`src/rtl/strm_pkg.sv`:
```
// Shared types for the stream checker: soft-register bundles,
// address map, checker state and the test pattern helper.
package strm_pkg;

    localparam int ID_W = 8;

    // Soft-register address map
    localparam logic [31:0] STRM_CHK_START  = 32'h00;
    localparam logic [31:0] STRM_CHK_PLEN   = 32'h08;
    localparam logic [31:0] STRM_CHK_EXP_ID = 32'h10;
    localparam logic [31:0] STRM_CHK_MASK   = 32'h18;
    localparam logic [31:0] STRM_CHK_STATUS = 32'h20;
    localparam logic [31:0] STRM_CHK_DERR   = 32'h28;
    localparam logic [31:0] STRM_CHK_LERR   = 32'h30;
    localparam logic [31:0] STRM_CHK_IDERR  = 32'h38;
    localparam logic [31:0] STRM_CHK_PKTS   = 32'h40;
    localparam logic [31:0] STRM_CHK_CYCLES = 32'h48;
    localparam logic [31:0] STRM_CHK_FEBEAT = 32'h50;
    localparam logic [31:0] STRM_CHK_FEDATA = 32'h58;

    // Bit positions in the beat error vector
    localparam int ERR_DATA = 0;
    localparam int ERR_LAST = 1;
    localparam int ERR_ID   = 2;

    typedef struct packed {
        logic        valid;
        logic        isWrite;
        logic [31:0] addr;
        logic [63:0] data;
    } SoftRegReq;

    typedef struct packed {
        logic        valid;
        logic [63:0] data;
    } SoftRegResp;

    typedef enum logic [1:0] {
        IDLE = 2'd0,
        RUN  = 2'd1,
        DONE = 2'd2
    } chk_state_t;

    // One 32-bit lane of the pattern; the beat is this word
    // replicated across every lane of tdata.
    function automatic logic [31:0] pattern_word(
        input logic [31:0] idx_lo
    );
        return idx_lo;
    endfunction

endpackage

```
`src/rtl/axi_stream_t.sv`:
```
// Virtual AXI-Stream bundle. The master modport is the receive
// view (drives tready); source is the transmit view.
interface axi_stream_t #(
    parameter int DATA_W = 512
) ();

    logic                      tvalid;
    logic                      tready;
    logic [DATA_W-1:0]         tdata;
    logic [strm_pkg::ID_W-1:0] tid;
    logic                      tlast;

    modport master (
        output tready,
        input  tvalid,
        input  tdata,
        input  tid,
        input  tlast
    );

    modport source (
        output tvalid,
        output tdata,
        output tid,
        output tlast,
        input  tready
    );

endinterface

```
`src/rtl/strm_beat_check.sv`:
```
// Combinational beat compare against the stream test pattern.
// Ports: tdata/tid/tlast beat, idx/packet_len/exp_id ref, err vector.
module strm_beat_check
    import strm_pkg::*;
#(
    parameter int DATA_W = 512,
    parameter int CNT_W  = 35
) (
    input  logic [DATA_W-1:0] tdata,
    input  logic [ID_W-1:0]   tid,
    input  logic              tlast,
    input  logic [CNT_W-1:0]  idx,
    input  logic [CNT_W-1:0]  packet_len,
    input  logic [ID_W-1:0]   exp_id,
    output logic [2:0]        err
);

    localparam int LANES = DATA_W / 32;

    logic [LANES-1:0] lane_bad;
    logic [31:0]      pat;

    assign pat = pattern_word(idx[31:0]);

    always_comb begin
        lane_bad = '0;
        for (int l = 0; l < LANES; l++) begin
            lane_bad[l] = (tdata[l*32 +: 32] != pat);
        end
    end

    always_comb begin
        err           = '0;
        err[ERR_DATA] = |lane_bad;
        err[ERR_LAST] = tlast != (idx == packet_len);
        err[ERR_ID]   = tid != exp_id;
    end

endmodule

```
`src/rtl/axis_strm_check.sv`:
```
// Receive-side AXI-Stream traffic checker with soft-register control.
// Ports: clk, rst (sync high), softreg_req/resp, axis_s (rx, drives tready).
module axis_strm_check
    import strm_pkg::*;
#(
    parameter int DATA_W = 512,
    parameter int CNT_W  = 35,
    parameter int ERR_W  = 32
) (
    input  logic        clk,
    input  logic        rst,
    input  SoftRegReq   softreg_req,
    output SoftRegResp  softreg_resp,
    axi_stream_t.master axis_s
);

    chk_state_t       state;
    logic [CNT_W-1:0] remaining;
    logic [CNT_W-1:0] packet_len;
    logic [CNT_W-1:0] idx;
    logic [CNT_W-1:0] beats;
    logic [CNT_W-1:0] packets;
    logic [CNT_W-1:0] cycles;
    logic [CNT_W-1:0] first_err_beat;
    logic [ID_W-1:0]  exp_id;
    logic [31:0]      ready_mask;
    logic [4:0]       mask_ptr;
    logic [ERR_W-1:0] data_err;
    logic [ERR_W-1:0] last_err;
    logic [ERR_W-1:0] id_err;
    logic             first_err_valid;
    logic [63:0]      first_err_data;

    logic [2:0]       beat_err;
    logic             wr_en;
    logic             rd_en;
    logic             start_wr;
    logic             hs;
    logic [CNT_W-1:0] wr_cnt;
    logic [63:0]      rd_data;
    logic             unused_req_bits;

    assign wr_en    = softreg_req.valid && softreg_req.isWrite;
    assign rd_en    = softreg_req.valid && !softreg_req.isWrite;
    assign start_wr = wr_en && (softreg_req.addr == STRM_CHK_START);
    assign wr_cnt   = softreg_req.data[CNT_W-1:0];

    assign unused_req_bits = ^softreg_req.data[63:CNT_W];

    // tready is a function of registered state only, never of tvalid
    assign axis_s.tready = (state == RUN)
                        && (remaining != '0)
                        && ready_mask[mask_ptr];

    assign hs = axis_s.tvalid && axis_s.tready;

    strm_beat_check #(
        .DATA_W (DATA_W),
        .CNT_W  (CNT_W)
    ) u_beat_check (
        .tdata      (axis_s.tdata),
        .tid        (axis_s.tid),
        .tlast      (axis_s.tlast),
        .idx        (idx),
        .packet_len (packet_len),
        .exp_id     (exp_id),
        .err        (beat_err)
    );

    function automatic logic [ERR_W-1:0] sat_inc(
        input logic [ERR_W-1:0] v,
        input logic             en
    );
        if (en && (v != '1)) begin
            return v + ERR_W'(1);
        end
        return v;
    endfunction

    always_ff @(posedge clk) begin
        if (rst) begin
            state           <= IDLE;
            remaining       <= '0;
            packet_len      <= '0;
            idx             <= '0;
            beats           <= '0;
            packets         <= '0;
            cycles          <= '0;
            first_err_beat  <= '0;
            exp_id          <= '0;
            ready_mask      <= 32'hFFFF_FFFF;
            mask_ptr        <= '0;
            data_err        <= '0;
            last_err        <= '0;
            id_err          <= '0;
            first_err_valid <= 1'b0;
            first_err_data  <= '0;
        end else begin
            if (state == RUN) begin
                mask_ptr <= mask_ptr + 5'd1;
                cycles   <= cycles + CNT_W'(1);
            end

            if (hs) begin
                remaining <= remaining - CNT_W'(1);
                beats     <= beats + CNT_W'(1);
                data_err  <= sat_inc(data_err, beat_err[ERR_DATA]);
                last_err  <= sat_inc(last_err, beat_err[ERR_LAST]);
                id_err    <= sat_inc(id_err, beat_err[ERR_ID]);
                // Always resync on the received tlast, even a bad one
                if (axis_s.tlast) begin
                    idx     <= '0;
                    packets <= packets + CNT_W'(1);
                end else begin
                    idx <= idx + CNT_W'(1);
                end
                if ((beat_err != '0) && !first_err_valid) begin
                    first_err_valid <= 1'b1;
                    first_err_beat  <= beats;
                    first_err_data  <= axis_s.tdata[63:0];
                end
                if (remaining == CNT_W'(1)) begin
                    state <= DONE;
                end
            end

            if (wr_en) begin
                case (softreg_req.addr)
                    STRM_CHK_PLEN:   packet_len <= wr_cnt;
                    STRM_CHK_EXP_ID: exp_id <= softreg_req.data[ID_W-1:0];
                    STRM_CHK_MASK:   ready_mask <= softreg_req.data[31:0];
                    default: ;
                endcase
            end

            // Start overrides any beat taken in the same cycle
            if (start_wr) begin
                remaining       <= wr_cnt;
                idx             <= '0;
                beats           <= '0;
                packets         <= '0;
                cycles          <= '0;
                data_err        <= '0;
                last_err        <= '0;
                id_err          <= '0;
                mask_ptr        <= '0;
                first_err_valid <= 1'b0;
                first_err_beat  <= '0;
                first_err_data  <= '0;
                state           <= (wr_cnt == '0) ? DONE : RUN;
            end
        end
    end

    always_comb begin
        rd_data = '0;
        case (softreg_req.addr)
            STRM_CHK_START:  rd_data = 64'(remaining);
            STRM_CHK_PLEN:   rd_data = 64'(packet_len);
            STRM_CHK_EXP_ID: rd_data = 64'(exp_id);
            STRM_CHK_MASK:   rd_data = 64'(ready_mask);
            STRM_CHK_STATUS: rd_data = 64'({first_err_valid, state});
            STRM_CHK_DERR:   rd_data = 64'(data_err);
            STRM_CHK_LERR:   rd_data = 64'(last_err);
            STRM_CHK_IDERR:  rd_data = 64'(id_err);
            STRM_CHK_PKTS:   rd_data = 64'(packets);
            STRM_CHK_CYCLES: rd_data = 64'(cycles);
            STRM_CHK_FEBEAT: rd_data = 64'(first_err_beat);
            STRM_CHK_FEDATA: rd_data = first_err_data;
            default:         rd_data = '0;
        endcase
    end

    // Registered response; reads see pre-write values
    always_ff @(posedge clk) begin
        if (rst) begin
            softreg_resp <= '0;
        end else begin
            softreg_resp.valid <= rd_en;
            softreg_resp.data  <= rd_en ? rd_data : '0;
        end
    end

endmodule

```
`src/flat_wrapper.sv`:
```
// flat-port wrapper written by rule: the top's interface ports become plain ports
module axis_strm_check_flat import strm_pkg::*;
#(
    parameter int DATA_W = 512,
    parameter int CNT_W  = 35,
    parameter int ERR_W  = 32
)
  (clk, rst, softreg_req, softreg_resp, axis_s_tready, axis_s_tvalid, axis_s_tdata, axis_s_tid, axis_s_tlast);
  axi_stream_t #(.DATA_W(DATA_W)) axis_s_i ();
  input  logic clk;
  input  logic rst;
  input  SoftRegReq softreg_req;
  output SoftRegResp softreg_resp;
  output wire logic [$bits(axis_s_i.tready)-1:0] axis_s_tready;
  input wire logic [$bits(axis_s_i.tvalid)-1:0] axis_s_tvalid;
  input wire logic [$bits(axis_s_i.tdata)-1:0] axis_s_tdata;
  input wire logic [$bits(axis_s_i.tid)-1:0] axis_s_tid;
  input wire logic [$bits(axis_s_i.tlast)-1:0] axis_s_tlast;
  assign axis_s_tready = axis_s_i.tready;
  assign axis_s_i.tvalid = axis_s_tvalid;
  assign axis_s_i.tdata = axis_s_tdata;
  assign axis_s_i.tid = axis_s_tid;
  assign axis_s_i.tlast = axis_s_tlast;
  axis_strm_check #(.DATA_W(DATA_W), .CNT_W(CNT_W), .ERR_W(ERR_W)) u_core (.clk(clk), .rst(rst), .softreg_req(softreg_req), .softreg_resp(softreg_resp), .axis_s(axis_s_i));
endmodule
```
`config.mk`:
```
export PLATFORM = sky130hd
export DESIGN_NAME = axis_strm_check_flat
export DESIGN_NICKNAME = d
export VERILOG_FILES = /design/src/rtl/strm_pkg.sv /design/src/rtl/axi_stream_t.sv /design/src/rtl/strm_beat_check.sv /design/src/rtl/axis_strm_check.sv /design/src/flat_wrapper.sv
export SDC_FILE = /design/constraint.sdc
export NUM_CORES = 2
export LEC_CHECK = 0
export ABC_AREA = 1
export BUFFER_PORTS_ARGS = -buffer_cell sky130_fd_sc_hd__buf_2
export CORE_MARGIN = 10
export CORE_UTILIZATION = 30
export CTS_CLUSTER_SIZE = 30
export DETAILED_ROUTE_END_ITERATION = 16
export PLACE_DENSITY = 0.49
export SYNTH_ARGS = -nofsm -noshare
export SYNTH_HDL_FRONTEND = slang
export SYNTH_HIERARCHICAL = 1
export SYNTH_SLANG_ARGS = --single-unit
```
`constraint.sdc`:
```
create_clock -name clk -period 3.4 [get_ports clk]
set_input_delay 0.51 -clock clk [delete_from_list [all_inputs] [get_ports clk]]
set_output_delay 0.51 -clock clk [all_outputs]
set_load 0.005 [all_outputs]
```
-- Word-level counts from Yosys, hierarchy flattened
Cells that the tools add are included.
- output and inout port bits: 66
- input port bits: 622
- logic and storage cells: 116
- bits in registers: 518
- muxes and demuxes: 22
- bitwise operators: 1
- reductions and logical operators: 30
- magnitude comparators: 1
- equal/unequal tests: 35
- add/subtract/negate cells: 9
- operator list (cell ; count):
    case mux 64 bit (12 select lines) ; 1
    != test 32 bit ; 16
    adder 35 x 1 -> 35 bit (second input constant) ; 4
    equality test 32 x 6 -> 1 bit (second input constant) ; 4
    equality test 32 x 7 -> 1 bit (second input constant) ; 4
    two-way mux 35 bit ; 3
    adder 32 x 1 -> 32 bit (second input constant) ; 3
    two-way mux 32 bit ; 3
    != test 32 bit (second input constant) ; 3
    equality test 32 x 5 -> 1 bit (second input constant) ; 2
    equality test 35 x 1 -> 1 bit (second input constant) ; 1
    equality test 35 bit ; 1
    logical NOT 35 bit ; 1
    nonzero test 35 bit ; 1
    subtractor 35 x 1 -> 35 bit (second input constant) ; 1
    equality test 32 x 4 -> 1 bit (second input constant) ; 1
    logical NOT 32 bit ; 1
    AND reduction 2 bit ; 9
    OR reduction 16 bit ; 1
    logical AND 1 bit ; 10
    two-way mux 1 bit ; 10
    two-way mux 2 bit ; 4
    != test 8 bit ; 1
    < comparator 5 x 6 -> 1 bit (second input constant) ; 1
    other kinds (9) ; 12

-- Longest topological paths before layout
- depth after elaboration: 7
- depth in mapped cells: 20
- depth with buffers taken out: 17

-- Modules after synthesis
The synthesis kept the hierarchy.
- by module, submodules not included (module ; area each (µm²) ; cells each ; times used ; seq. area each (µm²)):
    axis_strm_check ; 28492.3 ; 4408 ; 1 ; 10369.9
    strm_beat_check ; 7952.6 ; 1232 ; 1 ; 0.0

-- Worst setup path after synthesis
No wires, ideal clock.
- path type: reg-to-reg
- start: register u_core.idx[30]
- end: register u_core.first_err_beat[32]
- data arrival time: 2610 ps
- stages on the path, launching flop included: 17
- path buffers: 4
- setup slack: 678 ps
- data required time: 3287 ps
- clock period less this slack: 2722 ps
- library setup time: 113 ps
- cell sequence: dfxtp_1 buf_6 buf_6 xnor2_1 nand2_1 nor3_1 nand4_1 nor2_1 nand4_1 nand2_1 nor2_1 a21oi_1 clkbuf_1 clkbuf_1 nand4_1 nand2_1 nor2_1
- longest elaborated chain between the ends: 5
- elaborated cells between the ends (all ways): 22
- classes of those cells: eq/ne (18); reduce/logical (4)
- RTL lines (item ; RTL line ; text):
    from (decl) ; axis_strm_check.sv:20 ; logic [CNT_W-1:0] idx;
    from (signal assigned) ; axis_strm_check.sv:115 ; idx <= idx + CNT_W'(1);
    equality test 35 bit ; strm_beat_check.sv:35 ; err[ERR_LAST] = tlast != (idx == packet_len);
    != test 1 bit ; strm_beat_check.sv:35 ;
    via u_core.beat_err[1] ; axis_strm_check.sv:34 ; logic [2:0] beat_err;
    nonzero test 3 bit ; axis_strm_check.sv:117 ; if ((beat_err != '0) && !first_err_valid) begin
    logical AND 1 bit ; axis_strm_check.sv:117 ;
    AND reduction 2 bit (no line) ; n/a ;
    to (signal assigned) ; axis_strm_check.sv:119 ; first_err_beat <= beats;
    to (decl) ; axis_strm_check.sv:24 ; logic [CNT_W-1:0] first_err_beat;
The timed path passes the listed nets, and every way through them passes these cells.
A chain may end at the register's enable or synchronous reset.

-- Worst setup path in the final report
- start: register u_core.idx[1]
- end: register u_core.first_err_beat[11]
- longest elaborated chain between the ends: 5
- elaborated cells between the ends (all ways): 22
- classes of those cells: eq/ne (18); reduce/logical (4)
- RTL lines (item ; RTL line ; text):
    != test 32 bit ; strm_beat_check.sv:28 ; lane_bad[l] = (tdata[l*32 +: 32] != pat);
    OR reduction 16 bit * ; strm_beat_check.sv:34 ; err[ERR_DATA] = |lane_bad;
    via u_core.beat_err[0] ; axis_strm_check.sv:34 ;
    nonzero test 3 bit * ; axis_strm_check.sv:117 ;
    logical AND 1 bit * ; axis_strm_check.sv:117 ;
    AND reduction 2 bit (no line) * ; n/a ;
Mark *: on every way through the listed nets, which the timed path passes. The rest lies on a longest branch.

==> results.toml <==
[floorplanning]
die_w_um = 369
core_region_area_um2 = 120000
dieArea_um2 = 136000
io_pins = 688
start_util_pct = 30.3
num_rows = 127
fp.dieH_um = 369

[final_layout]
drive_gt1_share_pct = 16.3
multi_input_area_um2 = 22700
areaGrowthSynthToFinish_pct = 20.7
seq_area_um2 = 10400
fin_nets = 6889
fillers = 13388

[global_routing]
grt_pass1_wl_um = 264000
grt_max_degree = 137
first_global_vias = 37320
grt_overflow = 0
antenna_found_initial = 23
grt_use_total_pct = 25.9

[detailed_routing]
ant_nets = 0
routed-wl-met2_um = 79300
vias = 39694
wl_met1_um = 85900
wl_per_cell_um = 23.3
initialDrtViolationCount = 4296
via_per_inst = 5.01
maxUsedRoutingLayer = "met5"
drtPass1Iterations = 5
dr_wl_met3_um = 15100
drc = 0
finalWirelength_um = 185000

[timing]
period_share_pct = 93.6
worst_slack_ns = 0.216
fmaxAchievable_ghz = 0.314
worstMarginPinSlew_ns = 0.826
rsz0062_at_grt = "false"
slew_violations = 0
relSlewSlack_pct = 45.0
fin_crit_ns = 3.18
finClkSkew_ns = 0.0364
finalHoldViolCount = 0
tns_ns = 0
setup_viol = 0

[clock_network]
tritoncts = "yes"
path_clk_slew_ns = 0.06
root_buffer = "clkbuf_16"
cts_max_path_buffers = 3
insertion_delay_ns = 0.64
h-tree-depth = 3
cts_num_sinks = 518
cts_buffers = 66
ctsHoldBuffers = 0

[pwr]
p_leak_nw = 17.6
peakVddDrop_v = 0.000303
intPower_mw = 10.8
swShare_pct = 24.9
pwr-share-comb_pct = 8.5
power_mw = 14.4
seqPwrFrac_pct = 42.0
p_switching_mw = 3.60
clockPowerShare_pct = 49.5
pwr_density_cell_nw_per_um2 = 328

[synth]
synthCells = 5640
synthesis.area_um2 = 36400
ys_types = 52
avgSynthCellArea_um2 = 6.46
ys.flop_type = "dfxtp_1"
synthDominantCellAreaShare_pct = 28.5
ys_top_cells_by_count = "1645 x nand2_1, 814 x nor2_1, 541 x xnor2_1, 518 x dfxtp_1, 392 x inv_1"
synth_edf_count = 0
synth.area.top_cells = "dfxtp_1 28%, nand2_1 17%, xnor2_1 13%"
ys_seq_area_share_pct = 28.5
synth_most_common_cell = "nand2_1"
ys_ff_latch = 518
synth-warning-count = 6
synth_largest_area_cell = "dfxtp_1"
synthesis.nets = 6272
async_reset_ff_share_pct = 0

[setup_path]
critical_path_class = "reg2reg"
startpoint = "u_core/idx[1]"
reg2reg_slack_ns = 0.22
crit_arrival_ns = 3.69
worstReg2RegStart = "u_core/idx[1]"
crit_fanout = 67
cp-start-kind = "register"
r2r_cells = 17
r2r-end = "u_core/first_err_beat[11]"
crit_path_end = "u_core/first_err_beat[11]"
worstSetupEndpointType = "register"
required_ns = 3.91

[worst_hold_path]
holdCritPathClass = "in2reg"

[status]
status = "finished clean"

[flow_run]
drv_cap = 0

[placed_design]
io_buffers = 658
pre_cts_ws_ns = 0.0678
dpl.hpwl_um = 148000
place_congestion = 0.979
-- worst min-delay path by stage --
stage,start,endpoint,slack [ns],cells past startpoint
after floorplan,u_core/first_err_data[43],u_core/softreg_resp[43],0.42,2
after global placement,u_core/first_err_data[57],u_core/softreg_resp[57],0.43,2
after detailed placement,u_core/first_err_data[59],u_core/softreg_resp[59],0.44,2
after CTS,softreg_req[33],u_core/packet_len[33],0.17,3
after global routing,softreg_req[33],u_core/packet_len[33],0.20,3
final,softreg_req[33],u_core/packet_len[33],0.22,3
-- cells in the final DEF (no fill, tap or decap), types with 7 or more instances in the layout --
cell type	count
buf_2	657
nor3_1	136
o211ai_1	32
dfxtp_4	11
nand2_2	7
clkbuf_16	67
inv_1	391
ha_1	10
nand4_1	206
xor2_1	200
xnor2_1	540
o22ai_1	14
o211a_1	8
nand2_1	1643
diode_2	10
o21ai_0	147
nor2_2	12
nor2_1	810
dfxtp_1	491
nand3b_1	7
nand3_1	231
dfxtp_2	16
clkbuf_1	9
buf_12	37
clkinv_2	10
nor3b_1	7
xnor2_2	8
clkbuf_8	14
a21oi_1	326
buf_4	147
nor4_1	33
-- kinds of logic (layout without fill, tap and decap cells) --
logic type               Yosys count  count (layout)  synth area share, %
other                              0              10                    0
AO/OA/AOI/OAI                    556             556                 8.22
flip-flops                       518             518                 28.5
adder cells (fa/ha/maj)           10              10                0.343
buffers and inverters            696            1357                 9.40
XOR/XNOR                         748             748                 18.1
AND/OR/NAND/NOR                 3112            3112                 35.5
-- critical path: stages, from the launching register on --
cell     delay (ns)
dfxtp_4        0.52
buf_4          0.20
xnor2_1        0.16
nand2_1        0.10
nor2_1         0.27
nand2_1        0.09
nor2_1         0.22
nand2_1        0.08
nor2_1         0.11
nand2_1        0.05
nor2_1         0.20
nand2_1        0.19
nor2_2         0.17
a21oi_4        0.10
nor2b_4        0.18
buf_12         0.20
nor2_1         0.14
nor2_1         0.05
-- layout make-up --
class | instances | share of cell area, %
Timing Repair Buffer | 843 | 11.7
Antenna cell | 10 | 0.0569
Tap cell | 1612 | 4.58
Clock buffer | 90 | 4.32
Multi-Input combinational cell | 4426 | 51.6
Sequential cell | 518 | 23.7
Inverter | 402 | 3.44
Clock inverter | 22 | 0.574
-- per-stage QoR --
stage               util (%)  std cells  hold slack, ns  cell area (um2)
floorplan                  -       5640           0.424            36400
global placement        34.7       7798           0.433            41800
detailed placement      34.7       7798           0.436            41800
CTS                     36.5       7910           0.171            43900
global route            36.6       7919           0.201            44000
finish                  36.6       7923           0.218            44000
-- power groups by stage --
| stage | clock, mW | sequential [mW] | combinational, mW |
|---|---|---|---|
| 6_report | 7.14 | 6.06 | 1.22 |
| 4_1_cts | 7.29 | 6.07 | 1.21 |
| 3_3_place_gp | 0 | 6.20 | 1.20 |
| 3_5_place_dp | 0 | 6.20 | 1.20 |
| 5_1_grt | 7.50 | 6.06 | 1.31 |
| 2_1_floorplan | 0 | 6.20 | 0.547 |
-- registers in the layout, indices dropped and copies added (netlist names), 2 cells and up --
signal                 flops
u_core/first_err_beat     35
u_core/remaining          35
u_core/packets            35
u_core/state               2
u_core/id_err             32
u_core/packet_len         35
u_core/data_err           32
u_core/softreg_resp       65
u_core/last_err           32
u_core/beats              35
u_core/first_err_data     64
u_core/mask_ptr            5
u_core/ready_mask         32
u_core/exp_id              8
u_core/cycles             35
u_core/idx                35
-- routing by layer --
layer / up-vias / global-route usage (%)
met5: - / 0
met4: 16 / 6.19
met3: 216 / 4.82
met2: 1602 / 39.5
met1: 18688 / 37.2
li1: 19172 / -
-- repair_timing --
item / CTS / global route
setup endpoints to repair: 0 / 130
gates resized for setup: 0 / 17
buffers inserted: 0 / 3
(Power assumes the default switching activity.)
